--- src/rtl/conv_acc_pkg.sv ---
// conv_acc_pkg: register map, status bits, tap count and master FSM states shared with the accelerator
package conv_acc_pkg;
  localparam int ADDR_CTRL   = 'h00;
  localparam int ADDR_STATUS = 'h01;
  localparam int ADDR_RESULT = 'h02;
  localparam int KERNEL_BASE = 'h10;
  localparam int WINDOW_BASE = 'h20;
  localparam int STAT_BUSY   = 0;
  localparam int STAT_DONE   = 1;
  localparam int TAPS        = 9;
  typedef enum logic [2:0] {
    S_IDLE, S_LOAD_K, S_LOAD_W, S_START, S_SETTLE, S_POLL, S_READ, S_RESP
  } state_t;
endpackage

--- src/rtl/conv_acc_master.sv ---
// conv_acc_master: loads kernel/window words into the convolution accelerator, starts it, polls and returns the result
// Optional cycle counter on res_cycles enabled by CONV_MASTER_PERF_EN.
module conv_acc_master
  import conv_acc_pkg::*;
#(
  parameter int DATA_W     = 32,
  parameter int ADDR_W     = 6,
  parameter int POLL_LIMIT = 1024
) (
  input  logic              clk,
  input  logic              rst_n,
  input  logic              cmd_valid,
  output logic              cmd_ready,
  input  logic              cmd_load_kernel,
  input  logic              in_valid,
  output logic              in_ready,
  input  logic [DATA_W-1:0] in_data,
  output logic              res_valid,
  input  logic              res_ready,
  output logic [DATA_W-1:0] res_data,
  output logic              res_timeout,
  output logic [15:0]       res_cycles,
  output logic              busy,
  output logic              acc_en,
  output logic              acc_we,
  output logic [ADDR_W-1:0] acc_addr,
  output logic [DATA_W-1:0] acc_din,
  input  logic [DATA_W-1:0] acc_dout
);
  localparam int PW = $clog2(POLL_LIMIT + 1);
  state_t state, nxt;
  logic [3:0] idx;
  logic [PW-1:0] polls;
  logic loading, last, done, poll_last;
  assign loading   = state == S_LOAD_K || state == S_LOAD_W;
  assign last      = idx == 4'(TAPS - 1);
  assign done      = acc_dout[STAT_DONE];
  assign poll_last = polls == PW'(POLL_LIMIT - 1);
  // cmd_ready is masked while reset is held so it reads 0 during reset
  assign cmd_ready = rst_n && state == S_IDLE;
  assign in_ready  = loading;
  assign busy      = state != S_IDLE;
  assign res_valid = state == S_RESP;
  always_comb begin
    nxt      = state;
    acc_en   = 1'b0;
    acc_we   = 1'b0;
    acc_addr = '0;
    acc_din  = '0;
    case (state)
      S_IDLE: if (cmd_valid) nxt = cmd_load_kernel ? S_LOAD_K : S_LOAD_W;
      S_LOAD_K, S_LOAD_W: if (in_valid) begin
        acc_en   = 1'b1;
        acc_we   = 1'b1;
        acc_addr = ADDR_W'(state == S_LOAD_K ? KERNEL_BASE : WINDOW_BASE) + ADDR_W'(idx);
        acc_din  = in_data;
        if (last) nxt = state == S_LOAD_K ? S_LOAD_W : S_START;
      end
      S_START: begin
        acc_en   = 1'b1;
        acc_we   = 1'b1;
        acc_addr = ADDR_W'(ADDR_CTRL);
        acc_din  = DATA_W'(1);
        nxt      = S_SETTLE;
      end
      // the previous job's done bit is still visible here, so the bus stays idle
      S_SETTLE: nxt = S_POLL;
      S_POLL: begin
        acc_en   = 1'b1;
        acc_addr = ADDR_W'(ADDR_STATUS);
        nxt      = done ? S_READ : poll_last ? S_RESP : S_POLL;
      end
      S_READ: begin
        acc_en   = 1'b1;
        acc_addr = ADDR_W'(ADDR_RESULT);
        nxt      = S_RESP;
      end
      S_RESP: if (res_ready) nxt = S_IDLE;
      default: nxt = S_IDLE;
    endcase
  end
  always_ff @(posedge clk or negedge rst_n) begin
    if (!rst_n) begin
      state       <= S_IDLE;
      idx         <= '0;
      polls       <= '0;
      res_data    <= '0;
      res_timeout <= 1'b0;
    end else begin
      state <= nxt;
      if (state == S_IDLE) idx <= '0;
      else if (loading && in_valid) idx <= last ? 4'd0 : idx + 4'd1;
      if (state == S_SETTLE) polls <= '0;
      else if (state == S_POLL && !done) polls <= polls + 1'b1;
      if (state == S_READ) begin
        res_data    <= acc_dout;
        res_timeout <= 1'b0;
      end else if (state == S_POLL && !done && poll_last) begin
        res_data    <= '0;
        res_timeout <= 1'b1;
      end
    end
  end
`ifdef CONV_MASTER_PERF_EN
  logic [15:0] cyc;
  always_ff @(posedge clk or negedge rst_n) begin
    if (!rst_n) begin
      cyc        <= '0;
      res_cycles <= '0;
    end else begin
      if (state == S_IDLE && cmd_valid) cyc <= '0;
      else if (state != S_IDLE && state != S_RESP && cyc != 16'hFFFF) cyc <= cyc + 16'd1;
      if (nxt == S_RESP && state != S_RESP) res_cycles <= cyc;
    end
  end
`else
  assign res_cycles = '0;
`endif
endmodule

--- config.mk ---
export PLATFORM = sky130hd
export DESIGN_NAME = conv_acc_master
export DESIGN_NICKNAME = d
export VERILOG_FILES = /design/src/rtl/conv_acc_pkg.sv /design/src/rtl/conv_acc_master.sv
export SDC_FILE = /design/constraint.sdc
export NUM_CORES = 1
export LEC_CHECK = 0
export CAP_MARGIN = 0
export CORE_ASPECT_RATIO = 1.75
export CORE_MARGIN = 3
export CORE_UTILIZATION = 38
export CTS_CLUSTER_DIAMETER = 60
export CTS_CLUSTER_SIZE = 28
export DETAILED_ROUTE_END_ITERATION = 8
export GPL_TIMING_DRIVEN = 0
export PLACE_DENSITY = 0.8
export SYNTH_ARGS = -nofsm -noshare
export SYNTH_HDL_FRONTEND = slang
export SYNTH_SLANG_ARGS = --single-unit
--- constraint.sdc ---
create_clock -name clk -period 1.7 [get_ports clk]
set_input_delay 0.17 -clock clk [delete_from_list [all_inputs] [get_ports clk]]
set_output_delay 0.17 -clock clk [all_outputs]
set_load 0.1 [all_outputs]
* Word-level counts from Yosys, hierarchy flattened *
Index checks and enable logic that the tools add are counted.

operators by class
  reduce and logical (&&, ||, !) cells = 14
  $add $sub $neg = 3
  mux-type cells = 26
  equality and inequality tests = 13

operators with widths
  cell                                                   number
  two-way mux 32 bit                                     3
  case mux 32 bit (2 select lines)                       1
  two-way mux 11 bit                                     2
  case mux 3 bit (7 select lines)                        1
  case mux 6 bit (3 select lines)                        1
  equality test 3 bit, second input constant             4
  two-way mux 3 bit                                      4
  two-way mux 4 bit                                      3
  two-way mux 6 bit                                      2
  adder 11 x 1 -> 11 bit, second input constant          1
  equality test 11 x 10 -> 1 bit, second input constant  1
  adder 6 x 4 -> 6 bit                                   1
  equality test 3 x 2 -> 1 bit, second input constant    2
  two-way mux 2 bit                                      3
  inequality test 2 bit, second input constant           3
  nonzero test 2 bit                                     3
  adder 4 x 1 -> 4 bit, second input constant            1
  equality test 4 bit, second input constant             1
  logical AND 1 bit                                      4
  two-way mux 1 bit                                      4
  case mux 1 bit (2 select lines)                        2
  AND reduction 4 bit                                    1
  equality test 3 x 1 -> 1 bit, second input constant    1
  zero test 3 bit                                        1
  6 further kinds                                        6

storage, ports and cells
  register bits after elaboration = 51
  output and inout port bits = 93
  input port bits = 70
  word-level logic and storage cells = 61

* Logic depth before layout (Yosys ltp) *
  depth after elaboration = 5
  depth in mapped cells = 7
  mapped depth without buffers = 6

* Worst setup path before layout *
Ideal clock, no wire load.

  path type = reg2out
  from = register state[0]
  to = output acc_en
  arrival time = 4207 ps
  data required time = 1530 ps
  cell stages (with the launch flop) = 5
  buffers on the path = 1
  path slack = -2677 ps
  path through = dfrtp_1 buf_2 inv_1 nor3_1 a211oi_1

between the ends
  longest elaborated chain between the ends = 3
  elaborated cells on any way between the ends = 8
  classes of those cells = eq/ne (5); mux (1); reduce/logical (2)

RTL lines
  what                                                                       RTL line               text
  start: declaration                                                         conv_acc_master.sv:31  state_t state, nxt;
  start signal: assignment                                                   conv_acc_master.sv:90  state <= nxt;
  equality test 3 bit, or another cell as far along                          conv_acc_master.sv:50  case (state)
  OR reduction 3 bit (no line) / OR reduction 2 bit (equally long branches)  --
  case mux 1 bit (2 select lines) *                                          conv_acc_master.sv:50
  end: declaration                                                           conv_acc_master.sv:24  output logic acc_en,

Mark *: on every way between the ends. The rest lies on a longest branch, timed or not.

* Final worst setup path *
  from = register state[2]
  to = output acc_din[11]

between the ends
  longest elaborated chain between the ends = 3
  elaborated cells on any way between the ends = 5
  classes of those cells = eq/ne (3); mux (1); reduce/logical (1)

RTL lines
  what                                                                                 RTL line               text
  equality test 3 x 1 -> 1 bit / equality test 3 x 2 -> 1 bit (equally long branches)  conv_acc_master.sv:50
  OR reduction 2 bit                                                                   conv_acc_master.sv:50
  case mux 32 bit (2 select lines) *                                                   conv_acc_master.sv:50
  end: declaration                                                                     conv_acc_master.sv:27  output logic [DATA_W-1:0] acc_din,

Marks and branches as above.

==> impl_metrics.yaml <==
synth:
  syn_avg_cell_area_sq_um: 10.3
  syn-cell-area_sq_um: 2820
  ys_ff_latch: 51
  post-synth-top-area-cell: "dfrtp_1"
  post_synth_inst_count: 274
  synth_enable_flop_cells: 0
  synth.area.top_cells: "dfrtp_1 (45%), a22o_1 (9.9%), and2_1 (7.8%)"
  synth_top_area_share_pct: 45.2
  synth_sequential_area_ratio_pct: 45.2
  yosys_most_used_dff: "dfrtp_1"
  postSynth.asyncResetShare_pct: 100
  yosysWarnings: 0
  yosysUniqueCellTypes: 50
timing:
  relative_slew_margins_pct: 34.5
  setup_repair_after_global_routing_missed_its_margin: "yes"
  final-max-slew-violation-count: 0
  hold_slack_ns: 0.462
  setup_violations: 78
  timing.final.crit_period_ns: 2.00
  setup_slack_after_layout_ns: -0.305
  clock.fmax_ghz: 0.499
  min_period_over_period_pct: 118
  timing_hold_violations_final: 0
  transition_time_at_the_pin_with_the_least_slew_margin_ns: 0.986
  fin_skew_ns: 0.00558
critical_path:
  cp_data_arrival_time_ns: 1.83
  slowest_stage: "dfrtp_1"
  crit_type: "reg2out"
  critical_path_peak_fanout: 6
  cp_num_buf_inv: 4
  cpPeakStageDelay_ns: 0.41
  worst_setup_path_start_kind: "register"
  cp_top_family: "buffers and inverters"
  setup.worst_path.end_class: "primary output"
  crit_required_ns: 1.53
  worstPathCellList: "buf_6 > nand2b_4 > a21oi_4 > buf_12 > clkbuf_16 > and2_4 > buf_12"
  critPathMostFrequentCell: "buf_12"
route:
  vias_per_cell: 5.42
  number_of_detailed_route_iterations_in_the_first_pass: 6
  drt-wirelength-per-cell_um: 21.0
  dr.first_iter.drc_count: 130
  wl_um: 12200
  antenna_left: 0
  route.vias.total: 3154
  drcViolationCount: 0
clock_network:
  clock-sinks: 51
  cts_tree: "done"
  clkLatencyLatePin_ns: 0.29
  cts.path.max_buffers: 2
  cts_inserted_buffers: 5
  cts.reportedPaths.clkPinSlew_ns: 0.07
  htree_num_levels: 2
  cts.root.buffer_cell: "clkbuf_16"
run_status:
  outcome: "complete, but fails checks"
  failed_checks: "setup timing"
power:
  leakage_uw: 0.00268
  cellPowerDensity_nw_per_um2: 2110
  irDropWorstVdd_v: 0.00194
  finalPower_uw: 12400
finish:
  antenna_cells_inserted: 0
  final_design_area_no_fill_sq_um: 5870
  drive_gt1_share_pct: 46.0
  syn2layout_area_growth_pct: 108
  finish.cell_count_without_fillers: 582
  mostFrequentLayoutCell: "clkdlybuf4s50_1"
  most_frequent_cells_in_the_layout: "clkdlybuf4s50_1 (67), buf_4 (53), dfrtp_1 (46)"
  fillers: 367
  layout.nets: 568
global_routing:
  first_global_vias: 3069
  grt_remaining_overflow: 0
  antenna_found_initial: 0
  globalRouteTotalUtil_pct: 22.9
  wire_length_of_the_first_global_routing_pass_um: 15600
  grt_start_max_net_pins: 28
placed_design:
  placed_area_sq_um: 4620
  gpl.final_weighted_congestion: 0.847
  detailed_place_hpwl_um: 6800
  buffer_ports.inserted: 146
  placed_cells: 522
floorplan:
  die_y_um: 120
  fp.coreArea_sq_um: 7230
  ios: 163
  die_width_um: 71.2
  initial_utilization_pct: 39.0
  die_area_sq_um: 8540
  fp-row-count: 41
run:
  max-cap-violations: 0
worst_hold_path:
  worstHoldPathType: "in2async"
worst reg2reg max path: stages (launching register included):
cell      delay, ns
dfrtp_1        0.41
buf_6          0.15
buf_4          0.14
buf_4          0.14
or4_4          0.50
o41ai_4        0.10
nor2_1         0.12
a211oi_2       0.20
report_power, final:
part           internal (uW)  total, uW  leakage (uW)  switching [uW]
clock network            543       1000     0.0000658             461
logic                   3020       9270       0.00197            6240
registers               1690       2100      0.000647             407
total                   5260      12400       0.00268            7110
area by class of cell:
cell class / count / area, sq um / area share (%)
Buffer: 29 / 270 / 4.61
Clock buffer: 5 / 125 / 2.13
Clock inverter: 3 / 20.0 / 0.341
Inverter: 9 / 43.8 / 0.746
Multi-Input combinational cell: 196 / 1630 / 27.8
Sequential cell: 51 / 1280 / 21.9
Tap cell: 86 / 108 / 1.83
Timing Repair Buffer: 203 / 2390 / 40.7
path summary, 6_finish.rpt:
path,start,endpoint,slack (ns),cells after the start
hold reg to reg,res_data[18],res_data[18],0.50,1
setup reg to reg,state[2],state[1],-0.14,7
max in group asynchronous,rst_n,polls[0],1.05,3
hold / removal,rst_n,res_data[15],0.46,3
setup / recovery,state[2],acc_din[11],-0.30,7
min in group clk,acc_dout[18],res_data[18],0.48,2
layer usage:
layer	wire (um)	up-vias	global-route usage [%]
met5	0	-	0
met4	391	0	6.24
met1	4070	1527	23.3
li1	-	1379	-
met2	6820	214	43.7
met3	947	34	6.87
per-stage QoR:
| step | TNS (ns) | util [%] | setup slack, ns |
|---|---|---|---|
| after detailed placement | -58.94 | 63.8 | -1.33 |
| final | -12.96 | 81.1 | -0.305 |
| after CTS | -9.25 | 76.0 | -0.272 |
| after global placement | -111.05 | 63.5 | -2.30 |
| after floorplan | -6.02 | - | -0.442 |
| after global routing | -16.28 | 81.1 | -0.325 |
timing repair:
| action | in CTS | in global routing |
|---|---|---|
| pin swaps | 8 | 27 |
| gates cloned | 3 | 5 |
| buffers inserted | 20 | 27 |
| gates resized for setup | 473 | 99 |
| setup endpoints to repair | 79 | 119 |
| endpoints found under the hold margin | 27 | 0 |
| hold buffers | 2 | 0 |
synthesized netlist by cell type, types with 2 or more instances:
| cell type | number |
|---|---|
| dfrtp_1 | 51 |
| and2_1 | 35 |
| a22o_1 | 32 |
| nor2_1 | 18 |
| buf_4 | 16 |
| a21oi_1 | 12 |
| nand2_1 | 11 |
| inv_1 | 8 |
| nor3_1 | 8 |
| o21ai_0 | 8 |
| buf_2 | 6 |
| buf_6 | 5 |
| nand3_1 | 5 |
| xnor2_1 | 4 |
| clkbuf_1 | 3 |
| clkbuf_2 | 3 |
| ha_1 | 3 |
| nand2b_1 | 3 |
| nand4_1 | 3 |
| or3_1 | 3 |
| xor2_1 | 3 |
| a211oi_1 | 2 |
| a211oi_2 | 2 |
| a21o_1 | 2 |
| and4b_1 | 2 |
| o31ai_1 | 2 |
kinds of logic (layout without fill, tap and decap cells):
| logic type | Yosys count | count (layout) | synth area share, % |
|---|---|---|---|
| simple gates | 100 | 100 | 22.1 |
| compound gates | 68 | 68 | 19.0 |
| flops | 51 | 51 | 45.2 |
| buf+inv | 42 | 249 | 9.44 |
| xor+xnor | 7 | 7 | 2.17 |
| fa+ha+maj | 4 | 4 | 1.68 |
| other cells | 1 | 16 | 0.133 |
| mux | 1 | 1 | 0.354 |
registers in the layout (all words and copies together), names as in the netlist:
signal       cells
res_data        32
polls           11
idx              4
state            3
res_timeout      1
No activity file was read; power rests on OpenSTA's default activity.
==> RTL edit, RTL diff (config.mk and constraints unchanged) <==
Build with the macro `CONV_MASTER_PERF_EN` defined.
--- a/src/rtl/conv_acc_master.sv
+++ b/src/rtl/conv_acc_master.sv
@@ -1,5 +1,7 @@
 // conv_acc_master: loads kernel/window words into the convolution accelerator, starts it, polls and returns the result
 // Optional cycle counter on res_cycles enabled by CONV_MASTER_PERF_EN.
+`define CONV_MASTER_PERF_EN
+
 module conv_acc_master
   import conv_acc_pkg::*;
 #(
Check against the original RTL: same outputs for any inputs over 10 cycles, from zero or initial values and one cycle with rst_n low; that may be too few to reach the edited logic, so the function may still have changed.
==> RTL edit against the unedited design <==
The flow still finishes with violations (negative setup slack). Wire length increased by 38%. Area after synthesis rose by 48%. Worst setup slack got worse by 0.080 ns. Sequential cell count up 32. Final area is 43% higher. Count of clock-buffer cells in the layout is 7 higher. Power rose by 48%. Largest cell class unchanged. Die area rose by 45%. Clock power grew 120%. Clock skew grew 0.0021 ns. Sequential power rose by 73%.
==> RTL edit: results <==
set metrics [dict create \
    status "finished, violations left" \
    violations "negative setup slack" \
    slowest_delay_ns 0.69 \
    ys_seq_area_share_pct 49.7 \
    n_fill_cell 584 \
    regToRegStartpoint "cyc[6]$_DFFE_PN0P_" \
    synth_cell_types 51 \
    viasPerCell 5.61 \
    synth_xor_area_share_pct 2.10 \
    worst_skew_pair.late_latency_ns 0.34 \
    reg2regPathDepth 5 \
    synth_compound_area_share_pct 11.9 \
    p_sw_mw 10.1 \
    leakage_nw 3.66 \
    netlist_top_cells_area "dfrtp_1 (50%), nand2_1 (8.4%), and2_1 (5.5%), o21ai_0 (5.3%), mux2_2 (4.0%)" \
    synthMuxAreaShare_pct 5.72 \
    worstSetupPathType "flop to flop" \
    finClkSkew_ns 0.00766 \
    grt_start_max_net_pins 59 \
    stdcell_count 822 \
    cp_max_fo 9 \
    wl_per_cell_um 20.5 \
    clock_power_share_pct 11.7 \
    place_ws_ns -1.38 \
    regArea_um2 2090 \
    grt_pass1_vias 4711 \
    finalWorstSetupSlack_ns -0.385 \
    setup_viol 109 \
    dp_cells 748 \
    gp_congestion 0.886 \
    grt_use_total_pct 24.9 \
]
[RTL edit: cell families after synthesis]
family	after synthesis
and+or+nand+nor	210
AOI/OAI and AO/OA	85
DFF	83
buffers and inverters	41
muxes	22
xor gates and xnor gates	10
adders and majority gates	4
[RTL edit: what timing repair did]
item                                   in CTS  in global routing
buffers inserted                           36                 21
endpoints found under the hold margin      25                  0
setup endpoints to repair                 161                147
hold buffers                                1                  0
pin swaps                                  43                 30
gates cloned                               11                  0
gates resized for setup                   688                119
[RTL edit: area by class of cell]
cell class | instances | share of cell area, %
buffer | 24 | 4.61
inverter | 11 | 0.524
clock buffer | 12 | 3.07
tap | 130 | 1.94
sequential | 83 | 25.0
multi-input combinational | 331 | 32.7
timing repair buffer | 227 | 31.3
clock inverter | 4 | 0.868
[RTL edit: metal layers]
layer	part of all wire, %	wire (µm)
met5	0	0
met4	4.8	813
met3	5.9	1000
met2	57	9630
met1	32	5420
